<file path="src/rtl/pipe_stage_reg.sv">
// Pipeline-stage register with valid/ready handshake on both sides.
// SKID=0: one entry, in_ready combinationally follows out_ready.
// SKID=1: two entries (main + skid), in_ready decoded from registered state,
//         so no combinational path crosses the stage.
// flush squashes held entries and drops the offered payload; an output
// transfer in the same cycle still counts. xfer_count wraps naturally.
module pipe_stage_reg #(
    parameter int unsigned          PAYLOAD_W     = 64,
    parameter int unsigned          SKID          = 1,
    parameter logic [PAYLOAD_W-1:0] RESET_PAYLOAD = '0,
    parameter int unsigned          CNT_W         = 32
) (
    input  logic                 clk,
    input  logic                 resetn,
    input  logic                 in_valid,
    output logic                 in_ready,
    input  logic [PAYLOAD_W-1:0] in_payload,
    output logic                 out_valid,
    input  logic                 out_ready,
    output logic [PAYLOAD_W-1:0] out_payload,
    input  logic                 flush,
    output logic [1:0]           occupancy,
    output logic [CNT_W-1:0]     xfer_count
);

    typedef enum logic [1:0] {
        ST_EMPTY = 2'd0,
        ST_ONE   = 2'd1,
        ST_TWO   = 2'd2
    } state_e;

    logic                 in_fire;
    logic                 out_fire;
    logic [PAYLOAD_W-1:0] main_q, main_d;
    logic [CNT_W-1:0]     cnt_q, cnt_d;

    assign in_fire     = in_valid & in_ready & ~flush;
    assign out_fire    = out_valid & out_ready;
    assign out_payload = main_q;
    assign xfer_count  = cnt_q;

    // Transfer counter: one step per completed output transfer, flush or not.
    always_comb begin
        cnt_d = cnt_q;
        if (out_fire) begin
            cnt_d = cnt_q + CNT_W'(1);
        end
    end

    // Counter and main payload registers.
    always_ff @(posedge clk) begin
        if (!resetn) begin
            cnt_q  <= '0;
            main_q <= RESET_PAYLOAD;
        end else begin
            cnt_q  <= cnt_d;
            main_q <= main_d;
        end
    end

    generate
        if (SKID == 0) begin : g_single
            logic full_q, full_d;

            assign in_ready  = ~full_q | out_ready;
            assign out_valid = full_q;
            assign occupancy = {1'b0, full_q};

            // Single-entry next state: flush empties, a fill wins over a drain.
            always_comb begin
                full_d = full_q;
                main_d = main_q;
                if (flush) begin
                    full_d = 1'b0;
                end else if (in_fire) begin
                    full_d = 1'b1;
                    main_d = in_payload;
                end else if (out_fire) begin
                    full_d = 1'b0;
                end
            end

            // Occupancy flag register.
            always_ff @(posedge clk) begin
                if (!resetn) begin
                    full_q <= 1'b0;
                end else begin
                    full_q <= full_d;
                end
            end
        end else begin : g_skid
            state_e               state_q, state_d;
            logic [PAYLOAD_W-1:0] skid_q, skid_d;

            assign in_ready  = (state_q != ST_TWO);
            assign out_valid = (state_q != ST_EMPTY);

            // Entry count decoded from the state.
            always_comb begin
                occupancy = 2'd0;
                case (state_q)
                    ST_ONE:  occupancy = 2'd1;
                    ST_TWO:  occupancy = 2'd2;
                    default: occupancy = 2'd0;
                endcase
            end

            // Two-entry next state; main always holds the oldest entry.
            always_comb begin
                state_d = state_q;
                main_d  = main_q;
                skid_d  = skid_q;
                if (flush) begin
                    state_d = ST_EMPTY;
                end else begin
                    case (state_q)
                        ST_EMPTY: begin
                            if (in_fire) begin
                                state_d = ST_ONE;
                                main_d  = in_payload;
                            end
                        end
                        ST_ONE: begin
                            if (in_fire && out_fire) begin
                                main_d = in_payload;
                            end else if (in_fire) begin
                                state_d = ST_TWO;
                                skid_d  = in_payload;
                            end else if (out_fire) begin
                                state_d = ST_EMPTY;
                            end
                        end
                        ST_TWO: begin
                            if (out_fire) begin
                                state_d = ST_ONE;
                                main_d  = skid_q;
                            end
                        end
                        default: state_d = ST_EMPTY;
                    endcase
                end
            end

            // State and skid payload registers.
            always_ff @(posedge clk) begin
                if (!resetn) begin
                    state_q <= ST_EMPTY;
                    skid_q  <= RESET_PAYLOAD;
                end else begin
                    state_q <= state_d;
                    skid_q  <= skid_d;
                end
            end
        end
    endgenerate

endmodule
</file>
<file path="config.mk">
export PLATFORM = sky130hd
export DESIGN_NAME = pipe_stage_reg
export DESIGN_NICKNAME = d
export VERILOG_FILES = /design/src/rtl/pipe_stage_reg.sv
export SDC_FILE = /design/constraint.sdc
export NUM_CORES = 1
export LEC_CHECK = 0
export ABC_AREA = 1
export BUFFER_PORTS_ARGS = -buffer_cell sky130_fd_sc_hd__buf_2
export CAP_MARGIN = 20
export CELL_PAD_IN_SITES_DETAIL_PLACEMENT = 0
export CELL_PAD_IN_SITES_GLOBAL_PLACEMENT = 1
export CORE_MARGIN = 3
export CORE_UTILIZATION = 38
export CTS_CLUSTER_DIAMETER = 100
export DETAILED_ROUTE_END_ITERATION = 10
export PLACE_DENSITY_LB_ADDON = 0.05
export SYNTH_ARGS = -nofsm -noshare
export SYNTH_HDL_FRONTEND = slang
export SYNTH_SLANG_ARGS = --single-unit
</file>
<file path="constraint.sdc">
create_clock -name clk -period 2 [get_ports clk]
set_clock_uncertainty 0.15 [all_clocks]
set_input_delay 0.3 -clock clk [delete_from_list [all_inputs] [get_ports clk]]
set_output_delay 0.3 -clock clk [all_outputs]
set_load 0.005 [all_outputs]
</file>
==> run summary, run 1 <==
Type of element capturing the critical path = output port
Family with the most delay on the worst path = buffers and inverters
Max stage delay cell, worst path = dfxtp_1
Clk slew on worst S/H paths = 0.07 ns
Die ar. = 21400 um^2
Register area share after synthesis = 43.4%
Num CTS Buffers = 17
Number of global-route vias before repair = 6379
Ranking of synthesized cells by area = dfxtp_1 (43%), nand2_1 (10%), a21oi_1 (9.4%)
Maxcap violations = 0
Pin count of the biggest net entering global routing = 101
Total GRT Usage = 18.6%
RSZ-0062 raised after global routing = false
Max layer used = met5
Post-synthesis register bit count = 162
Die boundary height = 146 um
Layout cell share with drive strength beyond 1 = 19.4%
Fmax = 537 MHz
Post-CTS Hold Fix Bufs = 0
Die X = 146 um
Hpwl dp = 13200 um
DRC viols = 0
Cell Rows = 50
Share of the synthesized area in the top cell type = 43.4%
Syn nets = 1150
Sequential share of power = 45.9%
CTS tree = built
Largest family of logic cells by synthesized area = simple AND/OR/NAND/NOR gates
Initial antenna violation count = 4
Setup TNS = 0 ns
Reg area = 3240 um^2
Final setup fails = 0
Crit-path cells = inv_2, nand2_4, buf_4, buf_2
Gr ovfl total = 0
Comb pwr share = 9.8%
Int Pwr = 5.58 mW
Root buffer cell = clkbuf_16
Mux cell area share after synthesis = 0%
# placed instances = 1460
PwrDens = 794 nW/um^2
Worst EP arrival = 1.41 ns
Synthesized cell area = 7480 um^2
Critical path buffer and inverter count = 3
Non-filler cells in the finished layout = 1497
Max FO, Critical Path = 29
Syn_area_per_cell = 6.92 um^2
Synth Area in Simple Gates = 26.4%
Initial DRC Count = 296
I/O pin total = 169
Netlist cell types = 24
Status = finished clean
Routability cong. = 0.775
Area growth, synth to finish = 24.2%
Yosys warnings = 0
IO buf count = 168
Worst slew margin = 73.6%
TritonRoute pass-1 iters = 5
Fin. max-slew vios = 0
Clk pwr share = 44.2%
Htree depth = 4
Synth Area in Compound Gates = 18.8%
# clock sinks = 162
Worst skew pair latency = 0.42 ns
Period Utilization, post-route = 93.2%
Core Footprint = 19000 um^2
WL met3 = 951 um
Pin slew with the least headroom to its limit = 0.397 ns
Remaining antenna violation count after routing = 0
Crit-path max cell delay = 0.38 ns
Fillers = 2083
First-pass GRT wire length = 33100 um
Peak supply drop = 0.597 mV
Final min period = 1.86 ns
Crit path kind = flop to output port
Met2 WL = 8950 um
Post-Syn Instances = 1080
Final net count = 1291
DR vias = 7063
WL/cell = 13.3 um
Largest area contributor in the netlist = dfxtp_1
Sw frac = 24.4%
Post-Synth Adder-Cell Area = 0.167%
Wl on met1 = 9820 um
Clk buf depth = 2
Final Hold Vio Count = 0
Crit start category = flop
Routed WL = 19900 um
Worst path required time = 1.55 ns
Leak = 4.13 nW
Multi-input logic area = 3490 um^2
NetSw = 1.80 mW
Worst Hold Class = primary input to flop
Post-CTS sizing = 0
Post-CTS setup buffers = 0
Xor and xnor area share after synthesis = 0.937%
Initial Util = 39.3%
Vias/cell = 4.72
## worst reg2reg max path: cells and delay by family (launching register included)
| kind | cells | cell delay, ns |
|---|---|---|
| buffers and inverters | 3 | 0.45 |
| DFF | 1 | 0.36 |
| and+or+nand+nor | 3 | 0.31 |
| AOI/OAI and AO/OA | 2 | 0.45 |
## Yosys cell counts
cell type,number
clkbuf_1,33
buf_2,36
or2_2,1
nand3b_1,64
ha_1,1
nand3_1,22
buf_1,3
o21ai_1,2
nand4_1,14
dfxtp_1,162
nor2_1,125
buf_6,2
o21ai_0,138
nand2_1,205
inv_2,3
nor3_1,1
inv_1,113
nor2_2,4
nor2_4,1
xor2_1,6
a21oi_1,140
nand2_2,1
o21bai_1,1
xnor2_1,2
## power by group through the flow
stage	clock (mW)	combinational, mW	sequential [mW]
2_1_floorplan	0	0.411	3.46
3_3_place_gp	0	0.727	3.46
3_5_place_dp	0	0.729	3.46
4_1_cts	3.36	0.731	3.39
5_1_grt	3.54	0.827	3.40
6_report	3.26	0.723	3.39
## cell type report
class,count,area share (%)
Multi-Input combinational cell,728,37.5
Sequential cell,162,34.9
Timing Repair Buffer,196,13.0
Clock buffer,20,4.92
Inverter,116,4.69
Tap cell,260,3.50
Clock inverter,12,1.43
Antenna cell,3,0.0808
## worst paths after layout
kind | start | to | slack (ns) | cells after the start
max | g_skid.state_q[0] | in_ready | 0.14 | 4
min reg2reg | g_skid.skid_q[57] | g_skid.skid_q[57] | 0.29 | 2
min | in_payload[42] | g_skid.skid_q[42] | 0.02 | 3
max reg2reg | g_skid.state_q[1] | out_payload[60] | 0.17 | 8
## kinds of logic after synthesis
kind of cell             Yosys count
AND/OR/NAND/NOR                  438
AO/OA/AOI/OAI                    281
buffers and inverters            190
flip-flops                       162
XOR/XNOR                           8
adder cells (fa/ha/maj)            1
## stage by stage
| step | util, % | setup WS (ns) | total power [mW] | area [um^2] | hold WS, ns |
|---|---|---|---|---|---|
| 2_1_floorplan | - | 0.395 | 3.87 | 7480 | 0.275 |
| 3_3_place_gp | 45.6 | 0.143 | 4.19 | 8680 | 0.283 |
| 3_5_place_dp | 45.6 | 0.153 | 4.19 | 8680 | 0.287 |
| 4_1_cts | 48.7 | 0.109 | 7.48 | 9270 | 0.00612 |
| 5_1_grt | 48.8 | 0.00402 | 7.76 | 9290 | 0.0214 |
| 6_report | 48.8 | 0.136 | 7.37 | 9290 | 0.0214 |
## flip-flops by register name, summed over array words and instances (netlist names)
signal          count
g_skid.skid_q      64
g_skid.state_q      2
out_payload        64
xfer_count         32
## layer usage
layer | track usage (%) | vias to the layer above
li1 | - | 3773
met1 | 25.4 | 3150
met2 | 29.1 | 121
met3 | 5.28 | 15
met4 | 4.52 | 4
met5 | 0 | -
## placed cells by master, fill, tap and decap left out, drive strengths merged
cell type / instances
a21oi: 140
nand4: 14
nand2: 206
o21ai: 140
dfxtp: 162
or2: 1
clkinvlp: 3
xor2: 6
buf: 196
o21bai: 1
diode: 3
nand3: 22
nand3b: 64
clkbuf: 20
nor2: 130
xnor2: 2
ha: 1
clkinv: 6
bufinv: 2
nor3: 1
inv: 117
(Power assumes the default switching activity.)
==> run 2, diff against run 1 <==
--- a/config.mk
+++ b/config.mk
@@ -11,7 +11,8 @@
 export CELL_PAD_IN_SITES_DETAIL_PLACEMENT = 0
 export CELL_PAD_IN_SITES_GLOBAL_PLACEMENT = 1
 export CORE_MARGIN = 3
-export CORE_UTILIZATION = 38
+export CORE_UTILIZATION = 39
+export CTS_BUF_LIST = sky130_fd_sc_hd__clkbuf_2 sky130_fd_sc_hd__clkbuf_4 sky130_fd_sc_hd__clkbuf_8
 export CTS_CLUSTER_DIAMETER = 100
 export DETAILED_ROUTE_END_ITERATION = 10
 export PLACE_DENSITY_LB_ADDON = 0.05
==> run summary, run 2 (synthesis results as in run 1) <==
Status = finished clean
Layout cell share with drive strength beyond 1 = 18.4%
Maxcap violations = 0
FF-to-FF path depth = 11
Fillers = 1936
Core Footprint = 18800 um^2
Pin slew with the least headroom to its limit = 0.507 ns
Htree depth = 4
Commonest non-fill, non-tap cell in the layout = nand2_1
Worst slew margin = 66.2%
Hold depth = 3
Final setup fails = 0
Utilization after layout = 51.8%
PwrDens = 682 nW/um^2
Fin. max-slew vios = 0
Reg area = 3240 um^2
IO buf count = 168
Num CTS Buffers = 17
Root buffer cell = clkbuf_8
Period Utilization, post-route = 93.5%
Clk slew on worst S/H paths = 0.09 ns
Die boundary height = 144 um
Pin count of the biggest net entering global routing = 128
Pwr Total = 6.63 mW
Gr ovfl total = 0
Final min period = 1.87 ns
Die ar. = 20900 um^2
Type of element capturing the critical path = output port
# clock sinks = 162
TritonRoute pass-1 iters = 5
CTS tree = built
Crit path kind = flop to output port
Peak supply drop = 0.400 mV
Routed WL = 20500 um
Remaining antenna violation count after routing = 0
Min-delay src = in_payload[22]
Hpwl dp = 13100 um
Initial DRC Count = 275
Worst Hold Class = primary input to flop
Final net count = 1348
Fmax = 535 MHz
Final Hold Vio Count = 0
Most frequent cells in the layout = nand2_1 (205), buf_2 (167), dfxtp_1 (161), a21oi_1 (140), o21ai_0 (138)
Hold Path End = g_skid.skid_q[22]
Worst path required time = 1.55 ns
First-pass GRT wire length = 32500 um
WL/cell = 13.5 um
Worst Setup Slack, final = 0.131 ns
Worst EP arrival = 1.42 ns
Placed inst area = 8640 um^2
DRC viols = 0
Multi-input logic area = 3490 um^2
Worst skew pair latency = 0.45 ns
I/O pin total = 169
Worst reg2reg path startpoint = g_skid.state_q[0]
Die X = 144 um
RSZ-0062 raised after global routing = false
Leak = 4.31 nW
Post-CTS setup buffers = 0
DR vias = 7266
Routability cong. = 0.789
Max FO, Critical Path = 32
Cell Rows = 50
R2r setup slk = 0.16 ns
Pre-CTS WS = 0.137 ns
Initial Util = 39.8%
Vias/cell = 4.76
Reg2Reg Capture Point = out_payload[34]
Initial antenna violation count = 1
Crit start category = flop
Clk buf depth = 2
Area growth, synth to finish = 29.9%
Total GRT Usage = 19.1%
Setup TNS = 0 ns
Final cell area excluding filler cells = 9720 um^2
Number of global-route vias before repair = 6482
-- run 2: worst max path at each step --
| stage | start | end | slack, ns |
|---|---|---|---|
| finish | g_skid.state_q[0] | in_ready | 0.13 |
| detailed placement | g_skid.state_q[0] | out_payload[51] | 0.14 |
| global placement | g_skid.state_q[0] | out_payload[46] | 0.17 |
| global route | xfer_count[1] | xfer_count[24] | 0.003 |
| floorplan | xfer_count[0] | xfer_count[16] | 0.39 |
| CTS | g_skid.state_q[0] | in_ready | 0.02 |
-- run 2: power breakdown --
group / total (mW) / internal, mW / leakage (nW) / switching [mW]
Combinational: 0.818 / 0.411 / 2.81 / 0.407
Sequential: 3.39 / 3.33 / 1.32 / 0.0555
Clock: 2.43 / 1.12 / 0.188 / 1.30
-- run 2: worst max-delay path, stage by stage, from the launching register on --
cell and delay (ns):
dfxtp_2 0.41, inv_2 0.07, nand2_4 0.14, buf_16 0.21, buf_2 0.14
-- run 2: layer usage --
layer | share of wire, % | vias to the layer above | track usage, %
li1 | - | 3888 | -
met3 | 4.9 | 16 | 4.27
met5 | 0 | - | 0
met1 | 48 | 3221 | 26.1
met2 | 46 | 141 | 30.9
met4 | 1.0 | 0 | 4.61
-- run 2: timing repair --
action                     4_1_cts  5_1_grt
hold buffers                    61        0
resized for setup                2        2
setup endpoints to repair        1       33
cloned                           1        1
hold endpoints to repair        61        0
-- run 2: area by class of cell --
| class | count | share of cell area (%) |
|---|---|---|
| clock inverter | 14 | 1.60 |
| tap | 234 | 3.01 |
| multi-input combinational | 728 | 36.0 |
| antenna | 1 | 0.0258 |
| clock buffer | 17 | 2.41 |
| timing repair buffer | 253 | 19.1 |
| inverter | 116 | 4.48 |
| sequential | 162 | 33.4 |
-- run 2: through the flow --
stage          cells  hold slack (ns)
6_report        1525           0.0288
5_1_grt         1525           0.0308
3_3_place_gp    1430            0.283
4_1_cts         1523         0.000729
3_5_place_dp    1430            0.287
2_1_floorplan   1080            0.275
==> run 3, diff against run 2 <==
--- a/config.mk
+++ b/config.mk
@@ -11,7 +11,7 @@
 export CELL_PAD_IN_SITES_DETAIL_PLACEMENT = 0
 export CELL_PAD_IN_SITES_GLOBAL_PLACEMENT = 1
 export CORE_MARGIN = 3
-export CORE_UTILIZATION = 39
+export CORE_UTILIZATION = 36
 export CTS_BUF_LIST = sky130_fd_sc_hd__clkbuf_2 sky130_fd_sc_hd__clkbuf_4 sky130_fd_sc_hd__clkbuf_8
 export CTS_CLUSTER_DIAMETER = 100
 export DETAILED_ROUTE_END_ITERATION = 10
==> constraint.sdc (replaced) <==
create_clock -name clk -period 1.5 [get_ports clk]
set_clock_uncertainty 0.15 [all_clocks]
set_input_delay 0.225 -clock clk [delete_from_list [all_inputs] [get_ports clk]]
set_output_delay 0.225 -clock clk [all_outputs]
set_load 0.005 [all_outputs]
==> run summary, run 3 (synthesis results as in run 1) <==
Remaining antenna violation count after routing = 0
FF-to-FF path depth = 9
Root buffer cell = clkbuf_8
Die boundary height = 150 um
Non-filler cells in the finished layout = 1666
Pwr Total = 9.29 mW
Final Hold Vio Count = 0
I/O pin total = 169
Crit path kind = flop to output port
Commonest non-fill, non-tap cell in the layout = nand2_1
Final cell area excluding filler cells = 11700 um^2
Number of global-route vias before repair = 7244
# clock sinks = 162
Maxcap violations = 0
Worst slew margin = 80.8%
Reg2Reg Capture Point = out_payload[51]
Final min period = 1.68 ns
DR vias = 7881
WL/cell = 14.3 um
Gr ovfl total = 0
Die ar. = 22500 um^2
DRC viols = 0
# placed instances = 1538
Clk buf depth = 2
Crit-path cells = inv_4, nand2_4, buf_8, buf_12, buf_6
Num CTS Buffers = 17
Reg area = 3300 um^2
Pin count of the biggest net entering global routing = 38
Peak supply drop = 0.569 mV
Worst path required time = 1.12 ns
Pin slew with the least headroom to its limit = 0.289 ns
Clk pwr share = 37.1%
Period Utilization, post-route = 112%
Comb pwr share = 14.4%
Area growth, synth to finish = 57.0%
Hold Path End = g_skid.state_q[1]
Crit-path max cell delay = 0.38 ns
NetSw = 2.58 mW
TritonRoute pass-1 iters = 4
Initial Util = 36.8%
Most frequent cells in the layout = nand2_1 (189), buf_2 (162), dfxtp_1 (134), a21oi_1 (128), inv_1 (110)
Crit start category = flop
Htree depth = 4
Routability cong. = 0.777
Type of element capturing the critical path = output port
Fmax = 595 MHz
Worst Setup Slack, final = -0.181 ns
Initial DRC Count = 323
Hpwl dp = 14700 um
Fin. max-slew vios = 0
Failing checks = negative setup slack
Final net count = 1452
IO buf count = 168
Cell Rows = 52
Hold depth = 5
Final setup fails = 142
Leak = 5.23 nW
Int Pwr = 6.71 mW
Vias/cell = 4.73
Utilization after layout = 57.8%
Sw frac = 27.8%
Routed WL = 23800 um
CTS tree = built
First-pass GRT wire length = 36300 um
Worst Setup SP = g_skid.state_q[0]
Layout cell share with drive strength beyond 1 = 34.6%
Status = complete, but fails checks
Max FO, Critical Path = 4
Total GRT Usage = 19.8%
Placed inst area = 9300 um^2
Die X = 150 um
Max stage delay cell, worst path = dfxtp_4
Worst reg2reg path startpoint = g_skid.state_q[0]
PwrDens = 792 nW/um^2
Initial antenna violation count = 1
RSZ-0062 raised after global routing = true
Multi-input logic area = 4060 um^2
Fillers = 1979
Worst Hold Class = primary input to flop
Worst skew pair latency = 0.48 ns
Worst EP arrival = 1.31 ns
Core Footprint = 20300 um^2
Clk slew on worst S/H paths = 0.09 ns
R2r setup slk = -0.14 ns
Min-delay src = out_ready
Sequential share of power = 48.4%
## run 3: cell count changes in the layout (fill, tap and decap cells not counted), sizes merged
cell,previous run,this run
bufbuf,1,0
clkinvlp,4,2
inv,122,121
dlygate4sd3,61,66
clkinv,2,5
buf,190,279
clkbuf,18,30
## run 3: through the flow
| step | TNS [ns] | worst slack [ns] | hold WS, ns |
|---|---|---|---|
| after floorplan | -0.116 | -0.00209 | 0.240 |
| after global placement | -18.15 | -0.215 | 0.282 |
| after detailed placement | -18.24 | -0.250 | 0.286 |
| after CTS | -10.79 | -0.217 | 0.00796 |
| after global routing | -22.59 | -0.235 | 0.0457 |
| final | -10.60 | -0.181 | 0.0369 |
## run 3: layout make-up
class,instances,area share [%]
Clock inverter,14,1.48
Antenna cell,1,0.0213
Timing Repair Buffer,357,27.1
Inverter,116,3.79
Clock buffer,18,2.11
Multi-Input combinational cell,728,34.6
Tap cell,270,2.88
Sequential cell,162,28.1
## run 3: timing repair
item	4_1_cts	5_1_grt
gates resized for setup	156	151
endpoints found under the setup margin	159	179
pin swaps	18	29
hold buffers	66	0
setup buffers	11	5
endpoints found under the hold margin	78	0
gates cloned	4	13
## run 3: worst max-delay path by stage
stage,end,depth (start not counted)
after detailed placement,out_payload[50],9
after floorplan,out_payload[0],11
after CTS,in_ready,5
after global placement,out_payload[56],9
final,in_ready,5
after global routing,in_ready,5
## run 3: power groups by stage
stage	registers, mW	clock network [mW]	logic [mW]
5_1_grt	4.52	3.74	1.50
3_5_place_dp	4.61	0	1.03
3_3_place_gp	4.61	0	1.03
4_1_cts	4.51	3.55	1.26
2_1_floorplan	4.62	0	0.561
6_report	4.50	3.45	1.34
## run 3: metal layers
| metal | vias up | GRT usage (%) | wire (um) |
|---|---|---|---|
| met3 | 16 | 4.12 | 1050 |
| met2 | 139 | 33.5 | 11500 |
| li1 | 4110 | - | - |
| met5 | - | 0 | 0 |
| met4 | 0 | 5.22 | 213 |
| met1 | 3616 | 25.7 | 11000 |
## run 3: critical path: cells and delay by family (launching register included)
kind	cells	cell delay, ns
DFF	1	0.38
and+or+nand+nor	1	0.06
buffers and inverters	4	0.40
